`config.mk`:
```
export PLATFORM = sky130hd
export DESIGN_NAME = switch_allocator
export DESIGN_NICKNAME = d
export VERILOG_FILES = /design/src/rtl/switch_allocator.sv
export SDC_FILE = /design/constraint.sdc
export NUM_CORES = 1
export LEC_CHECK = 0
export CAP_MARGIN = 20
export CORE_MARGIN = 3
export CORE_UTILIZATION = 32
export CTS_CLUSTER_SIZE = 8
export DETAILED_ROUTE_END_ITERATION = 7
export PLACE_DENSITY = 0.6
export SLEW_MARGIN = 10
export SYNTH_ARGS = -nofsm -noshare
export SYNTH_HDL_FRONTEND = slang
export SYNTH_SLANG_ARGS = --single-unit
```
`constraint.sdc`:
```
create_clock -name clk -period 13.2 [get_ports clk]
set_clock_uncertainty 0.1 [all_clocks]
set_input_delay 3.3 -clock clk [delete_from_list [all_inputs] [get_ports clk]]
set_output_delay 3.3 -clock clk [all_outputs]
set_load 0.02 [all_outputs]
```
`src/rtl/switch_allocator.sv`:
```
// -----------------------------------------------------------------------------
// switch_allocator
//
// Switch allocator and output-credit scheduler for a 5-port mesh router
// (port index 0=N, 1=S, 2=E, 3=W, 4=L). Each output runs its own round-robin
// arbiter over the inputs whose head flit is routed to it. An output only
// arbitrates while it holds a downstream credit. The winners are registered
// into pop, crossbar-select and output-enable strobes.
//
// Parameters
//   CREDITS  downstream buffer depth per output (1..7); credit reset value
//   PORT_EN  bit p = 1 when port p exists (as both input and output)
//
// Ports
//   clk           router clock, rising edge
//   rst           asynchronous active-low reset
//   req_valid_i   [5]   input i holds a valid head flit
//   req_port_i    [15]  3-bit routed destination per input
//   credit_inc_i  [5]   per output: downstream freed one slot (pulse)
//   pop_o         [5]   registered: dequeue head flit of input i
//   port_en_o     [5]   registered: output o transmits this cycle
//   port_sel_o    [15]  registered: 3-bit source input per output (crossbar)
//   credit_cnt_o  [15]  3-bit current credit count per output
//   err_o               sticky protocol-error flag (cleared by reset only)
// -----------------------------------------------------------------------------
module switch_allocator #(
  parameter int unsigned CREDITS = 4,
  parameter logic [4:0]  PORT_EN = 5'b11111
) (
  input  logic        clk,
  input  logic        rst,
  input  logic [4:0]  req_valid_i,
  input  logic [14:0] req_port_i,
  input  logic [4:0]  credit_inc_i,
  output logic [4:0]  pop_o,
  output logic [4:0]  port_en_o,
  output logic [14:0] port_sel_o,
  output logic [14:0] credit_cnt_o,
  output logic        err_o
);

  localparam int         NP       = 5;
  localparam logic [2:0] CRED_MAX = 3'(CREDITS);
  // Destination codes 5..7 and disabled ports read as "not a legal target".
  localparam logic [7:0] DEST_OK  = {3'b000, PORT_EN};

  logic [2:0] ptr_q    [NP];
  logic [2:0] credit_q [NP];
  logic [2:0] credit_d [NP];
  logic [2:0] dest     [NP];
  logic [4:0] req_mat  [NP];  // req_mat[o][i]: input i requests output o
  logic [2:0] winner   [NP];
  logic [4:0] grant;
  logic [4:0] pop_d;
  logic       req_err;
  logic       cred_err;

  // (base + off) mod 5 for base in 0..4, off in 0..4.
  function automatic logic [2:0] wrap5(input logic [2:0] base, input int unsigned off);
    int unsigned s;
    s = base + off;
    if (s >= 5) s = s - 5;
    return s[2:0];
  endfunction

  // Request matrix and illegal-destination detection. An input whose flit
  // was popped at the last edge is masked: its head is still being consumed.
  always_comb begin
    // NOTE: every combinational output gets a default first so no path
    // leaves it unassigned, which would otherwise infer a latch.
    req_err = 1'b0;
    for (int i = 0; i < NP; i++) begin
      dest[i] = req_port_i[i*3 +: 3];
      if (req_valid_i[i] && PORT_EN[i] && !DEST_OK[dest[i]]) req_err = 1'b1;
    end
    for (int o = 0; o < NP; o++) begin
      req_mat[o] = '0;
      for (int i = 0; i < NP; i++) begin
        req_mat[o][i] = req_valid_i[i] && PORT_EN[i] && DEST_OK[dest[i]] &&
                        !pop_o[i] && (dest[i] == 3'(o));
      end
    end
  end

  // Per-output round-robin: first requester scanning from ptr upward, mod 5.
  // Outputs with zero credits do not arbitrate at all.
  always_comb begin : arb
    logic [2:0] cand;
    cand = '0;
    for (int o = 0; o < NP; o++) begin
      grant[o]  = 1'b0;
      winner[o] = '0;
      if (credit_q[o] != 3'd0) begin
        for (int k = 0; k < NP; k++) begin
          cand = wrap5(ptr_q[o], k);
          if (!grant[o] && req_mat[o][cand]) begin
            grant[o]  = 1'b1;
            winner[o] = cand;
          end
        end
      end
    end
  end

  // Each input names exactly one output, so at most one grant lands on it.
  always_comb begin
    for (int i = 0; i < NP; i++) begin
      pop_d[i] = 1'b0;
      for (int o = 0; o < NP; o++) begin
        if (grant[o] && (winner[o] == 3'(i))) pop_d[i] = 1'b1;
      end
    end
  end

  // Credit bookkeeping: a grant and a return in the same cycle cancel out.
  // A return into a full counter is a protocol error and is dropped.
  always_comb begin
    cred_err = 1'b0;
    for (int o = 0; o < NP; o++) begin
      credit_d[o]            = credit_q[o];
      credit_cnt_o[o*3 +: 3] = credit_q[o];
      if (grant[o] && !credit_inc_i[o]) begin
        credit_d[o] = credit_q[o] - 3'd1;
      end else if (!grant[o] && credit_inc_i[o]) begin
        if (credit_q[o] >= CRED_MAX) cred_err = 1'b1;
        else                         credit_d[o] = credit_q[o] + 3'd1;
      end
    end
  end

  // NOTE: sequential state uses non-blocking assignments so every register
  // samples pre-edge values regardless of statement order.
  always_ff @(posedge clk or negedge rst) begin
    if (!rst) begin
      pop_o      <= '0;
      port_en_o  <= '0;
      port_sel_o <= '0;
      err_o      <= 1'b0;
      // NOTE: pointer and credit arrays are reset explicitly; they are
      // control state and the arbiter must start from a known position.
      for (int o = 0; o < NP; o++) begin
        ptr_q[o]    <= '0;
        credit_q[o] <= CRED_MAX;
      end
    end else begin
      pop_o     <= pop_d;
      port_en_o <= grant;
      err_o     <= err_o | req_err | cred_err;
      for (int o = 0; o < NP; o++) begin
        credit_q[o] <= credit_d[o];
        if (grant[o]) begin
          ptr_q[o]               <= wrap5(winner[o], 1);
          port_sel_o[o*3 +: 3]   <= winner[o];
        end
      end
    end
  end

endmodule

```
==> results of run 1 <==
==> area by class of cell <==
class	instances	area (µm²)	area share
multi-input combinational	880	6640	0.686
sequential	56	1410	0.146
timing repair buffer	72	703	0.0727
tap	335	419	0.0433
inverter	95	357	0.0369
clock buffer	5	125	0.0129
clock inverter	3	25.0	0.00259
==> synth_stat cells, drive strengths merged, types with 10 or more instances <==
| cell | number |
|---|---|
| nor2 | 79 |
| nor3 | 26 |
| clkbuf | 21 |
| mux2i | 30 |
| ha | 77 |
| nand3b | 24 |
| nand3 | 23 |
| nor3b | 15 |
| a31oi | 13 |
| o221ai | 10 |
| o211ai | 15 |
| o22ai | 20 |
| and2 | 16 |
| nand2 | 78 |
| inv | 90 |
| nor2b | 19 |
| nand2b | 24 |
| buf | 22 |
| fa | 10 |
| a22oi | 10 |
| or2 | 14 |
| a21o | 18 |
| o21ai | 42 |
| nor4 | 16 |
| a211oi | 16 |
| a21oi | 63 |
| dfrtp | 51 |
| a32oi | 10 |
| or3 | 14 |
| o31ai | 13 |
| xnor2 | 25 |
==> state kept, by name (all words and copies together) (netlist names) <==
signal	cells
pop_o	5
ptr_q	15
port_sel_o	15
port_en_o	5
err_o	1
credit_cnt_o	15
==> kinds of logic after synthesis <==
family	count (synthesis)	synth area share
xor+xnor	29	0.0294
compound gates	331	0.289
fa+ha+maj	87	0.135
mux	42	0.0595
flops	56	0.163
simple gates	391	0.256
buf+inv	138	0.0687
==> worst max-delay path: stages <==
cell	delay, ps
clkdlybuf4s50_1	610
or3b_1	560
nor4b_2	410
o41ai_1	170
a211oi_4	440
nor2_1	130
a22o_1	270
a22o_1	240
a21oi_1	310
ha_1	260
ha_1	250
a21oi_1	250
nor3_1	80
a221o_1	270
==> per-layer routing <==
layer | wire length (µm) | GRT usage
met1 | 12800 | 0.262
met2 | 12300 | 0.292
met3 | 1600 | 0.0244
met4 | 681 | 0.0473
met5 | 0 | 0
==> final timing paths <==
| check | end | slack [ps] |
|---|---|---|
| min | port_sel_o[14]$_DFFE_PN0P_ | 380 |
| max reg2reg | pop_o[2]$_DFF_PN0_ | 7770 |
| min reg2reg | port_sel_o[14]$_DFFE_PN0P_ | 380 |
| max | ptr_q[6]$_DFFE_PN0P_ | 5730 |
| max in group asynchronous | pop_o[3]$_DFF_PN0_ | 9440 |
| min in group asynchronous | port_sel_o[4]$_DFFE_PN0P_ | 3030 |
==> through the flow <==
stage	hold slack, ps	utilization
2_1_floorplan	448	-
3_3_place_gp	361	0.362
3_5_place_dp	369	0.362
4_1_cts	389	0.368
5_1_grt	411	0.368
6_report	385	0.368
==> flow_metrics.env, run 1 <==
export IMPL_status="finished, final reports clean"
export IMPL_maxSlewHeadroom=0.286
export IMPL_synth_largest_area_cell="dfrtp_1"
export IMPL_cts_buffer_depth=2
export IMPL_vias=8602
export IMPL_fin_area_um2=9670
export IMPL_h_tree_depth=2
export IMPL_synth_area_leaders="dfrtp_1, ha_1, inv_1"
export IMPL_start_util=0.329
export IMPL_layout_common_cells="inv_1, nor2_1, nand2_1, ha_1, clkdlybuf4s50_1"
export IMPL_critPathKind="in -> reg"
export IMPL_dp_cells=1438
export IMPL_worstReg2RegStart="ptr_q[3]$_DFFE_PN0P_"
export IMPL_hold_path_class="reg -> reg"
export IMPL_antenna_diode_count=0
export IMPL_fin_tns_setup_ps=0
export IMPL_start_kind="input pin"
export IMPL_core_area_um2=26300
export IMPL_drt_vias_per_instance=5.95
export IMPL_critPathLaunch="req_valid_i[3]"
export IMPL_setup_viol=0
export IMPL_drt_total_wl_um=27400
export IMPL_rsz0062_at_grt="false"
export IMPL_yosysWarnings=0
export IMPL_die_y_um=170
export IMPL_final_max_slew_viol_count=0
export IMPL_placed_area_um2=9520
export IMPL_overflow=0
export IMPL_worst_pin_slew_ps=1060
export IMPL_grtUsageTotal=0.183
export IMPL_period_share=0.566
export IMPL_end_kind="flop"
export IMPL_drt_wirelength_per_cell_um=19.0
export IMPL_cts_hold_buf=0
export IMPL_rows=59
export IMPL_finalCriticalPeriod_ps=7470
export IMPL_drv_cap=0
export IMPL_ys_seq_area_frac=0.163
export IMPL_cts_root_buf="clkbuf_16"
export IMPL_drtIter0Drc=900
export IMPL_drc=0
export IMPL_ys_types=116
export IMPL_cts_sinks=56
export IMPL_numCtsBuffers=5
export IMPL_final_common_cell="inv_1"
export IMPL_dp_hpwl_um=21600
export IMPL_netlist_area_leader_share=0.148
export IMPL_syn_area_per_cell_um2=8.04
export IMPL_grt_pass1_vias=7822
export IMPL_hold_viol=0
export IMPL_cts_setup_buffers=0
export IMPL_die_x_um=170
export IMPL_cts_resized=0
export IMPL_synth_ff_type="dfrtp_1"
export IMPL_synth_edf_count=0
export IMPL_cts_tree="done"
export IMPL_synthArstFlopShare=1.00
export IMPL_worstPathMaxFanout=9
export IMPL_final_setup_worst_slack_ps=5730
export IMPL_grt_pass1_wl_um=43000
export IMPL_clk_latency_ps=320
export IMPL_hold_path_cell_count=1
export IMPL_synth_fp_nets=1188
export IMPL_drive_above_1_share=0.0828
export IMPL_final_nets=1224
export IMPL_port_buffers=67
export IMPL_dieArea_um2=29000
export IMPL_synth_cell_area_um2=8640
export IMPL_yosys_register_bits=56
export IMPL_detail_route_antenna_nets=0
export IMPL_ioPinCount=68
export IMPL_crit_required_ps=13300
export IMPL_place_congestion=0.938
export IMPL_n_fill_cell=2713
export IMPL_arrival_ps=7570
export IMPL_dr_pass1_iters=5
export IMPL_clkTransAtPathRegs_ps=80
export IMPL_syn2layout_area_growth_pct=12.0
export IMPL_r2r_cells=15
export IMPL_netlist_instances=1074
export IMPL_hold_start="port_sel_o[14]$_DFFE_PN0P_"
export IMPL_fmax_mhz=134
export IMPL_stdcell_count=1446
export IMPL_place_ws_ps=5450
export IMPL_grt_max_degree=57
export IMPL_antenna_found_initial=0
Power of run 1 is left out: the tool's default activity adds up to more than one toggle a clock period on the data nets, which glitch-free logic cannot reach.
==> run 2, diff against run 1 <==
==> constraint.sdc (replaced) <==
create_clock -name clk -period 7.2 [get_ports clk]
set_clock_uncertainty 0.1 [all_clocks]
set_input_delay 1.8 -clock clk [delete_from_list [all_inputs] [get_ports clk]]
set_output_delay 1.8 -clock clk [all_outputs]
set_load 0.02 [all_outputs]
==> run 2 against run 1 <==
Against the previous run:
- critical path type unchanged
- sequential share of layout area is essentially flat
- critical path depth is the same
- non-clock buffer count grew 2
- via count shrank 1.5%
- global-route usage grew 0.28 points
- first-iteration DRC count shrank 14%
- largest cell class unchanged
- routed wire length shrank 0.16%
- final cell count grew 0.14%
- critical endpoint is now pop_o[3]$_DFF_PN0_
==> flow_metrics.env, run 2 (same netlist as run 1, synthesis figures left out) <==
export IMPL_drt_wirelength_per_cell_um=18.9
export IMPL_fin_tns_setup_ps=0
export IMPL_critPathMaxStageDelay_ps=700
export IMPL_dp_hpwl_um=21600
export IMPL_h_tree_depth=2
export IMPL_crit_family="compound AO/OA/AOI/OAI gates"
export IMPL_grt_max_degree=57
export IMPL_dr_pass1_iters=5
export IMPL_end_kind="flop"
export IMPL_place_congestion=0.930
export IMPL_numCtsBuffers=5
export IMPL_finalCoreUtilization=0.369
export IMPL_final_nets=1226
export IMPL_cts_setup_buffers=0
export IMPL_rows=59
export IMPL_drv_cap=0
export IMPL_drt_total_wl_um=27400
export IMPL_dieArea_um2=29000
export IMPL_crit_buf_inv=2
export IMPL_period_share=0.844
export IMPL_port_buffers=67
export IMPL_cts_buffer_depth=2
export IMPL_detail_route_antenna_nets=0
export IMPL_vias=8477
export IMPL_drive_above_1_share=0.0845
export IMPL_cts_sinks=56
export IMPL_final_max_slew_viol_count=0
export IMPL_clk_latency_ps=320
export IMPL_maxSlewHeadroom=0.292
export IMPL_drtIter0Drc=775
export IMPL_cp_slowest_cell="nor3b_1"
export IMPL_rr_endpoint="pop_o[2]$_DFF_PN0_"
export IMPL_clkTransAtPathRegs_ps=80
export IMPL_arrival_ps=6160
export IMPL_cts_root_buf="clkbuf_16"
export IMPL_hold_path_class="reg -> reg"
export IMPL_cts_resized=0
export IMPL_antenna_diode_count=0
export IMPL_start_kind="input pin"
export IMPL_syn2layout_area_growth_pct=12.2
export IMPL_holdWs_ps=384
export IMPL_cts_hold_buf=0
export IMPL_n_fill_cell=2727
export IMPL_die_x_um=170
export IMPL_grtUsageTotal=0.186
export IMPL_final_common_cell="inv_1"
export IMPL_critPathLaunch="req_valid_i[0]"
export IMPL_worstReg2RegStart="ptr_q[3]$_DFFE_PN0P_"
export IMPL_overflow=0
export IMPL_hold_viol=0
export IMPL_final_setup_worst_slack_ps=1120
export IMPL_antenna_found_initial=0
export IMPL_drc=0
export IMPL_grt_pass1_vias=7830
export IMPL_finalCriticalPeriod_ps=6080
export IMPL_grt_pass1_wl_um=43500
export IMPL_place_ws_ps=933
export IMPL_drt_vias_per_instance=5.85
export IMPL_rrSetupSlack_ps=1720
export IMPL_ioPinCount=68
export IMPL_fmax_mhz=164
export IMPL_setup_viol=0
export IMPL_critPathKind="in -> reg"
export IMPL_die_y_um=170
export IMPL_crit_cells=14
export IMPL_worstPathMaxFanout=5
export IMPL_status="finished, final reports clean"
export IMPL_start_util=0.329
export IMPL_rsz0062_at_grt="false"
export IMPL_worst_pin_slew_ps=1050
export IMPL_crit_required_ps=7280
export IMPL_endpoint="pop_o[3]$_DFF_PN0_"
export IMPL_layout_common_cells="inv_1, nor2_1, nand2_1, ha_1, clkdlybuf4s50_1"
export IMPL_path_cells="clkdlybuf4s50_1 > nor3b_1 > nand2_1 > mux4_2 > a2111oi_4 > a41oi_2 > nor2b_1 > a22oi_1 > o21bai_1 > inv_1 > ha_1 > ha_1 > a222oi_1 > nand2_1"
export IMPL_core_area_um2=26300
export IMPL_r2r_cells=15
export IMPL_cts_tree="done"
## run 2: cell types whose count changed in the layout (fill, tap and decap cells not counted), sizes merged
cell / before / now
buf: 6 / 8
clkinvlp: 1 / 2
inv: 92 / 91
## run 2: cell type report
cell class,instances,area [µm²],area share
clock buffer,5,125,0.0129
clock inverter,3,26.3,0.00271
inverter,95,357,0.0368
multi-input combinational,880,6640,0.685
sequential,56,1410,0.145
tap,335,419,0.0433
timing repair buffer,74,718,0.0741
## run 2: metal layers
metal | global-route usage | vias up | wire length, µm
met1 | 0.271 | 4087 | 12900
met4 | 0.0476 | 0 | 605
met3 | 0.0293 | 34 | 1570
met5 | 0 | - | 0
li1 | - | 4093 | -
met2 | 0.286 | 263 | 12300
## run 2: worst min-delay path by stage
stage / from / endpoint / slack [ps] / cells after the start
3_3_place_gp: port_sel_o[2]$_DFFE_PN0P_ / port_sel_o[2]$_DFFE_PN0P_ / 360 / 1
4_1_cts: port_sel_o[6]$_DFFE_PN0P_ / port_sel_o[6]$_DFFE_PN0P_ / 390 / 1
2_1_floorplan: credit_cnt_o[14]$_DFFE_PN1P_ / credit_cnt_o[14]$_DFFE_PN1P_ / 450 / 2
6_report: port_sel_o[6]$_DFFE_PN0P_ / port_sel_o[6]$_DFFE_PN0P_ / 380 / 1
3_5_place_dp: port_sel_o[6]$_DFFE_PN0P_ / port_sel_o[6]$_DFFE_PN0P_ / 370 / 1
5_1_grt: port_sel_o[6]$_DFFE_PN0P_ / port_sel_o[6]$_DFFE_PN0P_ / 400 / 1
## run 2: metrics by stage
stage               cell area [µm²]  std cells
global placement               9540       1440
CTS                            9690       1448
finish                         9690       1448
global route                   9690       1448
detailed placement             9540       1440
floorplan                      8640       1074
## run 2: worst reg2reg max path, stage by stage (launching register included)
cell and delay [ps]:
dfrtp_1 760, clkinv_1 490, ha_1 700, inv_1 210, mux2i_1 370, mux2_2 400
a22oi_1 290, nand2b_1 170, nor4_1 580, nand2b_1 120, o211ai_1 290, inv_1 140
ha_1 210, inv_1 80, o221ai_1 140, a311o_1 340
Power of run 2 is left out for the same reason.
==> run 3, diff against run 2 <==
--- a/config.mk
+++ b/config.mk
@@ -10,7 +10,7 @@
 export CORE_UTILIZATION = 32
 export CTS_CLUSTER_SIZE = 8
 export DETAILED_ROUTE_END_ITERATION = 7
-export PLACE_DENSITY = 0.6
+export PLACE_DENSITY = 0.62
 export SLEW_MARGIN = 10
 export SYNTH_ARGS = -nofsm -noshare
 export SYNTH_HDL_FRONTEND = slang
==> constraint.sdc (replaced) <==
create_clock -name clk -period 5.4 [get_ports clk]
set_clock_uncertainty 0.1 [all_clocks]
set_input_delay 1.35 -clock clk [delete_from_list [all_inputs] [get_ports clk]]
set_output_delay 1.35 -clock clk [all_outputs]
set_load 0.02 [all_outputs]
==> run 3 against run 2 <==
Against the previous run:
- first-iteration DRC count up 7.9%
- flip-flop and latch count stayed put
- via count is 4.5% higher
- critical endpoint is now pop_o[1]$_DFF_PN0_
- clock-buffer cell count is the same
- routed wire length grew 1.0%
- register-to-register slack lost 1200 ps
- largest cell class unchanged
- final cell count up 5.2%
- non-clock buffer count grew 75
- die area stayed put
- design area rose by 5.8%
==> flow_metrics.env, run 3 (same netlist as run 1, synthesis figures left out) <==
export IMPL_status="finished, final reports clean"
export IMPL_final_common_cell="inv_1"
export IMPL_cp_slowest_cell="clkdlybuf4s50_1"
export IMPL_arrival_ps=5310
export IMPL_critPathKind="in -> reg"
export IMPL_hold_path_class="reg -> reg"
export IMPL_antenna_found_initial=0
export IMPL_detail_route_antenna_nets=0
export IMPL_drive_above_1_share=0.143
export IMPL_critPathMaxStageDelay_ps=570
export IMPL_cp_common_cell="nand2b_1"
export IMPL_drt_wirelength_per_cell_um=18.2
export IMPL_rsz0062_at_grt="false"
export IMPL_layout_common_cells="inv_1, buf_4, nor2_1, nand2_1, ha_1"
export IMPL_cts_root_buf="clkbuf_16"
export IMPL_vias=8862
export IMPL_worstPathMaxFanout=6
export IMPL_maxSlewHeadroom=0.514
export IMPL_port_buffers=67
export IMPL_place_congestion=0.942
export IMPL_finalCriticalPeriod_ps=5240
export IMPL_hold_viol=0
export IMPL_start_kind="input pin"
export IMPL_grt_pass1_vias=8220
export IMPL_drc=0
export IMPL_clk_latency_ps=310
export IMPL_grtUsageTotal=0.186
export IMPL_clkTransAtPathRegs_ps=80
export IMPL_hold_start="port_sel_o[12]$_DFFE_PN0P_"
export IMPL_numCtsBuffers=5
export IMPL_ioPinCount=68
export IMPL_start_util=0.329
export IMPL_die_y_um=170
export IMPL_worstReg2RegStart="ptr_q[4]$_DFFE_PN0P_"
export IMPL_final_max_slew_viol_count=0
export IMPL_drtIter0Drc=836
export IMPL_dp_hpwl_um=22100
export IMPL_cts_setup_buffers=0
export IMPL_overflow=0
export IMPL_h_tree_depth=2
export IMPL_rrSetupSlack_ps=480
export IMPL_drt_total_wl_um=27700
export IMPL_setup_viol=0
export IMPL_grt_max_degree=43
export IMPL_crit_buf_inv=4
export IMPL_die_x_um=170
export IMPL_dieArea_um2=29000
export IMPL_end_kind="flop"
export IMPL_cts_tree="done"
export IMPL_period_share=0.969
export IMPL_cts_hold_buf=0
export IMPL_final_nets=1301
export IMPL_cts_buffer_depth=2
export IMPL_fmax_mhz=191
export IMPL_n_fill_cell=2687
export IMPL_critPathLaunch="req_valid_i[3]"
export IMPL_syn2layout_area_growth_pct=18.7
export IMPL_drv_cap=0
export IMPL_rows=59
export IMPL_core_area_um2=26300
export IMPL_holdWs_ps=385
export IMPL_crit_required_ps=5480
export IMPL_antenna_diode_count=0
export IMPL_cts_sinks=56
export IMPL_drt_vias_per_instance=5.82
export IMPL_dr_pass1_iters=6
export IMPL_grt_pass1_wl_um=44300
export IMPL_path_cells="clkdlybuf4s50_1 > or3b_1 > buf_4 > nor2_1 > nand2_1 > a311oi_2 > nand2b_1 > nor4_2 > nor4_1 > nand2b_1 > inv_2 > ha_1 > inv_1 > o221ai_1 > a311o_1"
export IMPL_crit_family="simple AND/OR/NAND/NOR gates"
export IMPL_worst_pin_slew_ps=730
export IMPL_fin_area_um2=10300
export IMPL_placed_area_um2=10100
run 3: changes by cell type in the layout (fill, tap and decap cells not counted):
cell        before  now
clkinv_4         0    1
buf_4            7   82
nor4_1          15   14
inv_6            0    1
inv_8            1    0
clkinv_2         0    1
clkinvlp_4       2    0
nor4_2           1    2
run 3: final timing paths:
check,endpoint,cells past startpoint
setup reg to reg,pop_o[1]$_DFF_PN0_,15
min in group asynchronous,credit_cnt_o[3]$_DFFE_PN0P_,1
hold / removal,port_sel_o[12]$_DFFE_PN0P_,1
max in group asynchronous,credit_cnt_o[11]$_DFFE_PN1P_,2
setup / recovery,pop_o[1]$_DFF_PN0_,15
hold reg to reg,port_sel_o[12]$_DFFE_PN0P_,1
run 3: area by class of cell:
cell class | count | area [µm²] | share of cell area
repair buffers | 149 | 1280 | 0.125
inverters | 95 | 357 | 0.0348
clock buffers | 5 | 125 | 0.0122
flip-flops and latches | 56 | 1410 | 0.137
multi-input cells | 880 | 6640 | 0.648
well taps | 335 | 419 | 0.0409
clock inverters | 3 | 22.5 | 0.00220
run 3: per-stage QoR:
step	instances	TNS, ps	setup slack [ps]	util
finish	1523	0	165	0.390
global route	1523	0	3.56	0.390
CTS	1523	0	290	0.390
detailed placement	1515	-28.5	-28.5	0.384
global placement	1515	0	46.6	0.384
floorplan	1074	0	762	-
run 3: repair_timing:
action | 4_1_cts | 5_1_grt
endpoints found under the setup margin | 0 | 1
hold endpoints to repair | 0 | 0
gates resized for setup | 0 | 1
run 3: layer usage:
layer	up-vias	GRT usage	wire (µm)
li1	4242	-	-
met1	4269	0.258	12500
met2	317	0.301	12800
met3	34	0.0311	1830
met4	0	0.0504	492
met5	-	0	0
Power of run 3 is left out for the same reason.
